==> config.mk <==
export PLATFORM = sky130hd
export DESIGN_NAME = xpr_sampler
export DESIGN_NICKNAME = d
export VERILOG_FILES = /design/src/rtl/xpr_pkg.sv /design/src/rtl/xpr_sync2.sv /design/src/rtl/xpr_sampler.sv
export SDC_FILE = /design/constraint.sdc
export NUM_CORES = 1
export LEC_CHECK = 0
export BUFFER_PORTS_ARGS = -buffer_cell sky130_fd_sc_hd__buf_2
export CAP_MARGIN = 10
export CORE_AREA = 2 2 87 89
export CTS_CLUSTER_DIAMETER = 100
export CTS_CLUSTER_SIZE = 14
export DETAILED_ROUTE_END_ITERATION = 6
export DIE_AREA = 0 0 89 91
export PLACE_DENSITY = 0.78
export SYNTH_ARGS = -nofsm -noshare
export SYNTH_HDL_FRONTEND = slang
export SYNTH_SLANG_ARGS = --single-unit
export TNS_END_PERCENT = 50
==> constraint.sdc <==
create_clock -name clock -period 3.9 [get_ports clock]
set_clock_uncertainty 0.15 [all_clocks]
set_input_delay 0.78 -clock clock [delete_from_list [all_inputs] [get_ports clock]]
set_output_delay 0.78 -clock clock [all_outputs]
set_load 0.01 [all_outputs]
==> src/rtl/xpr_pkg.sv <==
// xpr_pkg: shared FSM state type, raw-bit type and default constants for the XPR entropy sampler.
package xpr_pkg;

  localparam int XPR_WORD_W_DEF        = 32;
  localparam int XPR_RESET_CYCLES_DEF  = 4;
  localparam int XPR_SETTLE_CYCLES_DEF = 16;
  localparam int XPR_STUCK_LIMIT_DEF   = 64;

  typedef enum logic [2:0] {
    ST_IDLE   = 3'd0,
    ST_RST    = 3'd1,
    ST_RUN    = 3'd2,
    ST_SAMPLE = 3'd3,
    ST_FAIL   = 3'd4
  } xpr_state_e;

  typedef logic raw_bit_t;

  // Width of a counter that must hold every value in 0..max_val.
  function automatic int xpr_cnt_w(input int max_val);
    return (max_val < 2) ? 1 : $clog2(max_val + 1);
  endfunction

endpackage

==> src/rtl/xpr_sync2.sv <==
// xpr_sync2: two-flop synchronizer bringing one asynchronous slice output into the clock domain.
module xpr_sync2
  import xpr_pkg::*;
(
  input  logic     clock,
  input  logic     reset,
  input  logic     async_in,
  output raw_bit_t sync_out
);

  logic meta_q, meta_d;
  logic sync_q, sync_d;

  always_comb begin
    meta_d = async_in;
    sync_d = meta_q;
  end

  always_ff @(posedge clock or posedge reset) begin
    if (reset) begin
      meta_q <= 1'b0;
      sync_q <= 1'b0;
    end else begin
      meta_q <= meta_d;
      sync_q <= sync_d;
    end
  end

  assign sync_out = sync_q;

endmodule

==> src/rtl/xpr_sampler.sv <==
// xpr_sampler: XPR slice-pair round controller, raw-bit health check, packer and valid/ready source.
// Optional build macro XPR_SAMPLER_VN_EN enables von Neumann conditioning of raw-bit pairs.
module xpr_sampler
  import xpr_pkg::*;
#(
  parameter int WORD_W        = XPR_WORD_W_DEF,
  parameter int RESET_CYCLES  = XPR_RESET_CYCLES_DEF,
  parameter int SETTLE_CYCLES = XPR_SETTLE_CYCLES_DEF,
  parameter int STUCK_LIMIT   = XPR_STUCK_LIMIT_DEF
) (
  input  logic              clock,
  input  logic              reset,
  input  logic              enable,
  input  logic [1:0]        cfg_challenge,
  output logic              slice_iR,
  output logic              slice_i1,
  output logic              slice_i2,
  input  logic              slice_out1,
  input  logic              slice_out2,
  output logic              rnd_valid,
  input  logic              rnd_ready,
  output logic [WORD_W-1:0] rnd_data,
  output logic              health_fail
);

  localparam int PH_MAX = ((RESET_CYCLES > SETTLE_CYCLES) ? RESET_CYCLES : SETTLE_CYCLES) - 1;
  localparam int PH_W   = xpr_cnt_w(PH_MAX);
  localparam int BC_W   = xpr_cnt_w(WORD_W - 1);
  localparam int HC_W   = xpr_cnt_w(STUCK_LIMIT);

  localparam logic [PH_W-1:0] RST_LAST  = PH_W'(RESET_CYCLES - 1);
  localparam logic [PH_W-1:0] RUN_LAST  = PH_W'(SETTLE_CYCLES - 1);
  localparam logic [BC_W-1:0] BIT_LAST  = BC_W'(WORD_W - 1);
  localparam logic [HC_W-1:0] STUCK_VAL = HC_W'(STUCK_LIMIT);

  // Synchronized slice outputs
  logic [1:0] slice_async;
  raw_bit_t   slice_sync [2];
  raw_bit_t   raw_bit;

  assign slice_async = {slice_out2, slice_out1};

  generate
    for (genvar gi = 0; gi < 2; gi++) begin : g_sync
      xpr_sync2 u_sync (
        .clock    (clock),
        .reset    (reset),
        .async_in (slice_async[gi]),
        .sync_out (slice_sync[gi])
      );
    end
  endgenerate

  assign raw_bit = slice_sync[0] ^ slice_sync[1];

  // Round controller state
  xpr_state_e      state_q, state_d;
  logic [PH_W-1:0] phase_q, phase_d;
  logic [1:0]      chal_q, chal_d;
  logic            slice_ir_q, slice_ir_d;

  // Harvest datapath state
  logic [HC_W-1:0]   health_cnt_q, health_cnt_d;
  raw_bit_t          last_raw_q, last_raw_d;
  logic              health_fail_q, health_fail_d;
  logic [WORD_W-2:0] shift_q, shift_d;
  logic [BC_W-1:0]   bit_cnt_q, bit_cnt_d;
  logic [WORD_W-1:0] rnd_data_q, rnd_data_d;
  logic              rnd_valid_q, rnd_valid_d;
`ifdef XPR_SAMPLER_VN_EN
  logic              pair_have_q, pair_have_d;
  raw_bit_t          pair_bit_q, pair_bit_d;
`endif

  logic              do_sample;
  logic              trip;
  logic              acc_valid;
  raw_bit_t          acc_bit;
  logic [WORD_W-1:0] packed_word;

  assign do_sample = (state_q == ST_SAMPLE);

  // Health check, conditioning, packing and the output handshake
  always_comb begin
    health_cnt_d  = health_cnt_q;
    last_raw_d    = last_raw_q;
    health_fail_d = health_fail_q;
    shift_d       = shift_q;
    bit_cnt_d     = bit_cnt_q;
    rnd_data_d    = rnd_data_q;
    rnd_valid_d   = rnd_valid_q;
`ifdef XPR_SAMPLER_VN_EN
    pair_have_d   = pair_have_q;
    pair_bit_d    = pair_bit_q;
`endif
    trip          = 1'b0;
    acc_valid     = 1'b0;
    acc_bit       = 1'b0;
    packed_word   = {acc_bit, shift_q};

    if (rnd_valid_q && rnd_ready) begin
      rnd_valid_d = 1'b0;
    end

    if (do_sample) begin
      last_raw_d = raw_bit;
      if ((health_cnt_q == '0) || (raw_bit != last_raw_q)) begin
        health_cnt_d = HC_W'(1);
      end else begin
        health_cnt_d = health_cnt_q + HC_W'(1);
      end

      if (health_cnt_d == STUCK_VAL) begin
        // A stuck source poisons the word in progress; a word already presented is kept.
        trip          = 1'b1;
        health_fail_d = 1'b1;
        shift_d       = '0;
        bit_cnt_d     = '0;
`ifdef XPR_SAMPLER_VN_EN
        pair_have_d   = 1'b0;
        pair_bit_d    = 1'b0;
`endif
      end else begin
`ifdef XPR_SAMPLER_VN_EN
        if (!pair_have_q) begin
          pair_have_d = 1'b1;
          pair_bit_d  = raw_bit;
        end else begin
          pair_have_d = 1'b0;
          if (pair_bit_q != raw_bit) begin
            acc_valid = 1'b1;
            acc_bit   = pair_bit_q;
          end
        end
`else
        acc_valid = 1'b1;
        acc_bit   = raw_bit;
`endif
        if (acc_valid) begin
          // New bits enter at the MSB so the first bit lands in bit 0 of the word.
          packed_word = {acc_bit, shift_q};
          shift_d     = packed_word[WORD_W-1:1];
          if (bit_cnt_q == BIT_LAST) begin
            rnd_data_d  = packed_word;
            rnd_valid_d = 1'b1;
            bit_cnt_d   = '0;
          end else begin
            bit_cnt_d = bit_cnt_q + BC_W'(1);
          end
        end
      end
    end
  end

  // Next-state logic
  always_comb begin
    state_d = state_q;
    phase_d = phase_q;
    unique case (state_q)
      ST_IDLE: begin
        if (enable && !rnd_valid_q && !health_fail_q) begin
          state_d = ST_RST;
          phase_d = '0;
        end
      end
      ST_RST: begin
        if (phase_q == RST_LAST) begin
          phase_d = '0;
          state_d = enable ? ST_RUN : ST_IDLE;
        end else begin
          phase_d = phase_q + PH_W'(1);
        end
      end
      ST_RUN: begin
        if (phase_q == RUN_LAST) begin
          phase_d = '0;
          state_d = enable ? ST_SAMPLE : ST_IDLE;
        end else begin
          phase_d = phase_q + PH_W'(1);
        end
      end
      ST_SAMPLE: begin
        phase_d = '0;
        if (trip) begin
          state_d = ST_FAIL;
        end else if (enable && !rnd_valid_d) begin
          state_d = ST_RST;
        end else begin
          state_d = ST_IDLE;
        end
      end
      ST_FAIL: begin
        state_d = ST_FAIL;
      end
      default: begin
        state_d = ST_IDLE;
        phase_d = '0;
      end
    endcase
  end

  // Output logic: slice controls are registered from the next state to stay glitch-free
  always_comb begin
    slice_ir_d = (state_d == ST_RUN) || (state_d == ST_SAMPLE);
    chal_d     = chal_q;
    if ((state_d == ST_RST) && (state_q != ST_RST)) begin
      chal_d = cfg_challenge;
    end
  end

  always_ff @(posedge clock or posedge reset) begin
    if (reset) begin
      state_q    <= ST_IDLE;
      phase_q    <= '0;
      chal_q     <= 2'b00;
      slice_ir_q <= 1'b0;
    end else begin
      state_q    <= state_d;
      phase_q    <= phase_d;
      chal_q     <= chal_d;
      slice_ir_q <= slice_ir_d;
    end
  end

  always_ff @(posedge clock or posedge reset) begin
    if (reset) begin
      health_cnt_q  <= '0;
      last_raw_q    <= 1'b0;
      health_fail_q <= 1'b0;
      shift_q       <= '0;
      bit_cnt_q     <= '0;
      rnd_data_q    <= '0;
      rnd_valid_q   <= 1'b0;
`ifdef XPR_SAMPLER_VN_EN
      pair_have_q   <= 1'b0;
      pair_bit_q    <= 1'b0;
`endif
    end else begin
      health_cnt_q  <= health_cnt_d;
      last_raw_q    <= last_raw_d;
      health_fail_q <= health_fail_d;
      shift_q       <= shift_d;
      bit_cnt_q     <= bit_cnt_d;
      rnd_data_q    <= rnd_data_d;
      rnd_valid_q   <= rnd_valid_d;
`ifdef XPR_SAMPLER_VN_EN
      pair_have_q   <= pair_have_d;
      pair_bit_q    <= pair_bit_d;
`endif
    end
  end

  assign slice_iR    = slice_ir_q;
  assign slice_i1    = chal_q[0];
  assign slice_i2    = chal_q[1];
  assign rnd_valid   = rnd_valid_q;
  assign rnd_data    = rnd_data_q;
  assign health_fail = health_fail_q;

endmodule

==> impl_metrics.yaml, run 1 <==
setup_path:
  crit_family: "simple AND/OR/NAND/NOR gates"
  critical_path_class: "register to register"
  critical_path_buf_inv_count: 1
  critPathRequiredTime_ps: 3980
  critPathArrivalTime_ps: 3050
  cp_max_fo: 41
  slowest_delay_ps: 540
  crit_chain: "ha_1 > xnor2_1 > or4b_4 > a221oi_4 > buf_4 > a22o_1 > mux2_2"
  end_kind: "register"
  critPathLaunchType: "register"
  slowest_stage: "or4b_4"
logic_synthesis:
  ys_ff_latch: 92
  synth_nets: 375
  syn_inst: 362
  synthDistinctLibCells: 47
  synthArstFlopShare_pct: 100
  synth_ff_type: "dfrtp_1"
  seq_area_frac_synth_pct: 56.3
  syn_area_per_cell_sq_um: 11.3
  synth_edf_count: 0
  netlist_area_sq_um: 4090
  synth_warnings: 0
floorplan:
  ioPinCount: 45
  fp-row-count: 31
  die_h_um: 91
  die_area_sq_um: 8100
  coreArea_sq_um: 7140
  die_x_um: 89
  start_util_pct: 57.3
cts:
  cts_buffers: 9
  postCtsSetupRepairBufs: 0
  hold_buffers: 0
  clkSinkCount: 92
  cts-root-buf: "clkbuf_8"
  cts_tree: "done"
  clock_latency_ps: 350
  htreeDepth: 3
  clockBufferDepth: 2
  clkSlewWorstSetupHoldPaths_ps: 90
  cts_resized: 0
drt:
  vias: 2747
  routed_wl_um: 7180
  drt_iter0_drc: 189
  wl_per_cell_um: 14.2
  drtPass1Iterations: 5
  via_per_inst: 5.43
  ant_nets: 0
  post-route-drc-count: 0
cells_and_area:
  final_cell_mix: "dfrtp_1 (92), nand2_1 (87), o21ai_0 (50), buf_2 (44), mux2_4 (28)"
  n_fill_cell: 571
  finalInstanceArea_sq_um: 4560
  seq_area_sq_um: 2300
  num_antenna_cells: 0
  layout_commonest_cell: "dfrtp_1"
  drive_gt1_share_pct: 25.8
  multi_input_area_sq_um: 1640
  areaGrowthSynthToFinish_pct: 11.6
  fin_nets: 415
pwr:
  finalPower_mw: 2.24
  peakVddDrop_v: 0.000378
  powerDensity_nw_per_um2: 491
  p_leak_nw: 2.30
run:
  cap_violations: 0
global_routing:
  grt_use_total_pct: 19.1
  gr-total-overflow: 0
  grt_start_max_net_pins: 56
  grt_pass1_vias: 2678
  grt_pass1_wl_um: 12300
  antenna_found_initial: 0
timing:
  setup_tns_ps: 0
  period_share_pct: 76.1
  tightest_slew_ps: 923
  rsz0062_at_grt: "no"
  drv_slew: 0
  fmax_mhz: 337
  holdWs_ps: 212
  finalHoldViolCount: 0
  maxSlewHeadroom_pct: 38.4
  fin_crit_ps: 2970
  setup_viol: 0
outcome:
  status: "finished clean"
placed_design:
  placed_cell_area_sq_um: 4360
  gp_congestion: 0.858
  dp_hpwl_um: 4710
  io_buffers: 44
min_path:
  hp-class: "register to register"
power by group:
group / leakage (nW) / internal, mW / switching, mW
sequential: 1.25 / 1.05 / 0.0916
clock: 0.100 / 0.300 / 0.338
combinational: 0.949 / 0.169 / 0.284
total: 2.30 / 1.52 / 0.714
synthesized netlist by cell type, types with 3 or more instances:
| library cell | count | share of area (%) |
|---|---|---|
| nand3_1 | 3 | 0.37 |
| nand2_1 | 87 | 8.0 |
| clkbuf_1 | 13 | 1.2 |
| inv_1 | 5 | 0.46 |
| nor3_1 | 4 | 0.49 |
| a21o_1 | 3 | 0.55 |
| nand2b_1 | 3 | 0.46 |
| mux2_2 | 5 | 1.4 |
| ha_1 | 5 | 1.5 |
| o211ai_1 | 4 | 0.73 |
| buf_12 | 3 | 1.5 |
| mux2_4 | 28 | 10 |
| dfrtp_1 | 92 | 56 |
| a21oi_1 | 4 | 0.49 |
| buf_2 | 3 | 0.37 |
| nor3b_1 | 3 | 0.55 |
| nor2_1 | 10 | 0.92 |
| o21ai_0 | 50 | 6.1 |
per-stage QoR:
step	instances	setup WS (ps)	utilization, %
3_3_place_gp	490	1020	61.2
4_1_cts	506	936	63.9
2_1_floorplan	362	578	-
5_1_grt	506	765	63.9
3_5_place_dp	490	961	61.2
6_report	506	934	63.9
area by class of cell:
type / count / share of cell area [%]
clock inverters: 7 / 1.62
multi-input cells: 245 / 35.8
inverters: 5 / 0.439
repair buffers: 49 / 6.20
flip-flops and latches: 92 / 50.5
clock buffers: 9 / 2.72
well taps: 99 / 2.72
worst reg2reg max path: cells and delay by family (launching register included):
family / cells / cell delay, ps
and+or+nand+nor: 1 / 540
AOI/OAI and AO/OA: 2 / 530
DFF: 1 / 450
buffers and inverters: 1 / 380
muxes: 1 / 340
adders and majority gates: 1 / 310
xor gates and xnor gates: 1 / 150
path summary, 6_finish.rpt:
check                                        start                         to  slack [ps]  cells after the start
setup / recovery                   health_cnt_q[0]                  chal_q[0]         930                      7
setup reg to reg                   health_cnt_q[0]                  chal_q[0]         930                      7
max in group asynchronous                    reset               bit_cnt_q[1]        2460                      3
min in group asynchronous                    reset               rnd_data[17]         440                      2
hold reg to reg            g_sync[1].u_sync.meta_q  g_sync[1].u_sync.sync_out         210                      0
hold / removal             g_sync[1].u_sync.meta_q  g_sync[1].u_sync.sync_out         210                      0
cell families (layout without fill, tap and decap cells):
group,after synthesis,in the layout,share of synthesized area [%]
AOI/OAI and AO/OA,74,74,11.1
buffers and inverters,25,70,3.76
and+or+nand+nor,128,128,14.2
DFF,92,92,56.3
muxes,34,34,11.9
xor gates and xnor gates,4,4,1.22
adders and majority gates,5,5,1.53
sequential cells by signal, summed over array words and instances, names as in the netlist:
name                    cells
chal_q                      2
health_fail                 1
health_cnt_q                7
bit_cnt_q                   5
g_sync.u_sync.meta_q        2
state_q                     3
rnd_valid                   1
g_sync.u_sync.sync_out      2
shift_q                    31
rnd_data                   32
slice_iR                    1
phase_q                     4
last_raw_q                  1
routing by layer:
layer	vias to the layer above	wire, um	GRT usage, %
li1	1333	-	-
met2	56	3490	31.2
met1	1350	3360	25.8
met5	-	0	0
met3	8	260	4.64
met4	0	66	4.23
No activity file was read; power rests on OpenSTA's default activity.
==> run 2, diff against run 1 <==
CORE_AREA = 2 2 92 94   (was 2 2 87 89)
DIE_AREA = 0 0 94 96   (was 0 0 89 91)
PLACE_DENSITY = 0.74   (was 0.78)
clock period = 2.7 ns   (was 3.9 ns; I/O delays follow)
==> run 2 against run 1 <==
Power grew 47%. Non-clock buffer count grew 10. First-iteration DRC count shrank 35%. Wire length grew 1.8%.
==> impl_metrics.yaml, run 2 (same netlist as run 1, synthesis figures left out) <==
cells_and_area:
  layout_commonest_cell: "dfrtp_1"
  areaGrowthSynthToFinish_pct: 13.8
  fin_nets: 425
  num_antenna_cells: 0
  final_cell_mix: "dfrtp_1 (92), nand2_1 (87), o21ai_0 (50), buf_2 (44), mux2_4 (28)"
  post-route-util_pct: 57.8
  drive_gt1_share_pct: 27.6
  largest_reg_flops: 32
global_routing:
  antenna_found_initial: 0
  grt_pass1_vias: 2637
  grt_start_max_net_pins: 93
  grt_pass1_wl_um: 12300
  gr-total-overflow: 0
  grt_use_total_pct: 17.5
pwr:
  finalPower_mw: 3.28
  net-switching-power_mw: 1.05
  powerDensity_nw_per_um2: 705
  clock_power_share_pct: 28.1
  p_leak_nw: 2.34
  seq_power_share_pct: 49.9
  switching_share_pct: 31.9
  combinationalPowerShare_pct: 22.0
  p_int_mw: 2.23
  peakVddDrop_v: 0.000512
floorplan:
  die_area_sq_um: 9020
  fp-row-count: 33
  die_h_um: 96
  ioPinCount: 45
  coreArea_sq_um: 8050
  die_x_um: 94
  start_util_pct: 50.8
setup_path:
  critical_path_class: "register to register"
  reg2reg_slack_ps: 90
  cp-startpoint: "health_cnt_q[0]"
  cp_max_fo: 7
  critPathLaunchType: "register"
  reg2reg_from: "health_cnt_q[0]"
  rr_worst_depth: 9
  critPathArrivalTime_ps: 2700
  critPathRequiredTime_ps: 2800
  end_kind: "register"
  r2r-end: "rnd_data[31]"
placed_design:
  io_buffers: 44
  gp_congestion: 0.855
  dp_hpwl_um: 4890
drt:
  via_per_inst: 5.30
  ant_nets: 0
  drtPass1Iterations: 6
  routed_wl_um: 7310
  vias: 2768
  drt_iter0_drc: 123
  post-route-drc-count: 0
  wl_per_cell_um: 14.0
cts:
  hold_buffers: 0
  cts_buffers: 9
  cts-root-buf: "clkbuf_8"
  cts_tree: "done"
  clockBufferDepth: 2
  htreeDepth: 3
  clkSlewWorstSetupHoldPaths_ps: 90
  clkSinkCount: 92
  clock_latency_ps: 350
min_path:
  hold_start: "slice_out1"
  hold_path_end: "g_sync[0].u_sync.meta_q"
  hp-class: "primary input to register"
  hold_depth: 1
timing:
  finalHoldViolCount: 0
  period_share_pct: 96.6
  fmax_mhz: 383
  maxSlewHeadroom_pct: 53.9
  rsz0062_at_grt: "yes"
  tightest_slew_ps: 689
  setup_viol: 0
  fin_crit_ps: 2610
  drv_slew: 0
run:
  cap_violations: 0
outcome:
  status: "finished clean"
## run 2: cell types whose count changed in the layout (fill, tap and decap cells not counted)
cell	delta
buf_4	+10
clkbuf_1	+1
clkinv_2	-3
clkinvlp_4	+2
nor4b_1	-1
nor4b_2	+1
## run 2: how the worst max path moves through the flow
| stage | end | slack [ps] | cells after the start |
|---|---|---|---|
| 2_1_floorplan | rnd_data[0] | -2 | 8 |
| 3_3_place_gp | chal_q[0] | 130 | 7 |
| 3_5_place_dp | bit_cnt_q[3] | 70 | 10 |
| 4_1_cts | bit_cnt_q[3] | 60 | 10 |
| 5_1_grt | chal_q[1] | -30 | 7 |
| 6_report | rnd_data[31] | 90 | 9 |
## run 2: area by class of cell
cell class	instances	area (sq um)
fill	675	3400
sequential	92	2300
multi-input combinational	245	1640
timing repair buffer	59	358
tap	105	131
clock buffer	10	128
clock inverter	6	71.3
inverter	5	22.5
## run 2: timing repair
action,in CTS,in global routing
resized for setup,0,1
endpoints found under the setup margin,0,6
buffers inserted,0,0
endpoints found under the hold margin,0,0
## run 2: stage by stage
stage | setup TNS [ps] | area, sq um | instances | hold WS [ps] | worst slack, ps
after floorplan | -1.64 | 4090 | 362 | 181 | -1.64
after global placement | 0 | 4450 | 506 | 183 | 130
after detailed placement | 0 | 4450 | 506 | 185 | 67.7
after CTS | 0 | 4650 | 522 | 119 | 64.9
after global routing | -94.9 | 4650 | 522 | 113 | -31.0
final | 0 | 4650 | 522 | 136 | 91.8
## run 2: power groups by stage
stage | combinational (mW) | sequential (mW) | clock [mW]
final | 0.723 | 1.64 | 0.923
after global routing | 0.824 | 1.66 | 1.02
after CTS | 0.721 | 1.64 | 0.954
after detailed placement | 0.719 | 1.66 | 0
after global placement | 0.689 | 1.66 | 0
after floorplan | 0.510 | 1.66 | 0
## run 2: worst max-delay path, cell delays in order, from the launching register on
cell	delay, ps
dfrtp_1	350
buf_4	130
inv_1	50
ha_1	180
nor4b_2	160
a2111o_1	480
a221oi_4	230
nand2b_2	220
buf_4	190
mux2_2	350
## run 2: per-layer routing
metal | share of wire, % | routed length [um] | GRT usage, % | up-vias
li1 | - | - | - | 1346
met1 | 47 | 3450 | 24.0 | 1360
met2 | 48 | 3500 | 27.4 | 52
met3 | 3.6 | 262 | 3.60 | 10
met4 | 1.3 | 98 | 6.88 | 0
met5 | 0 | 0 | 0 | -
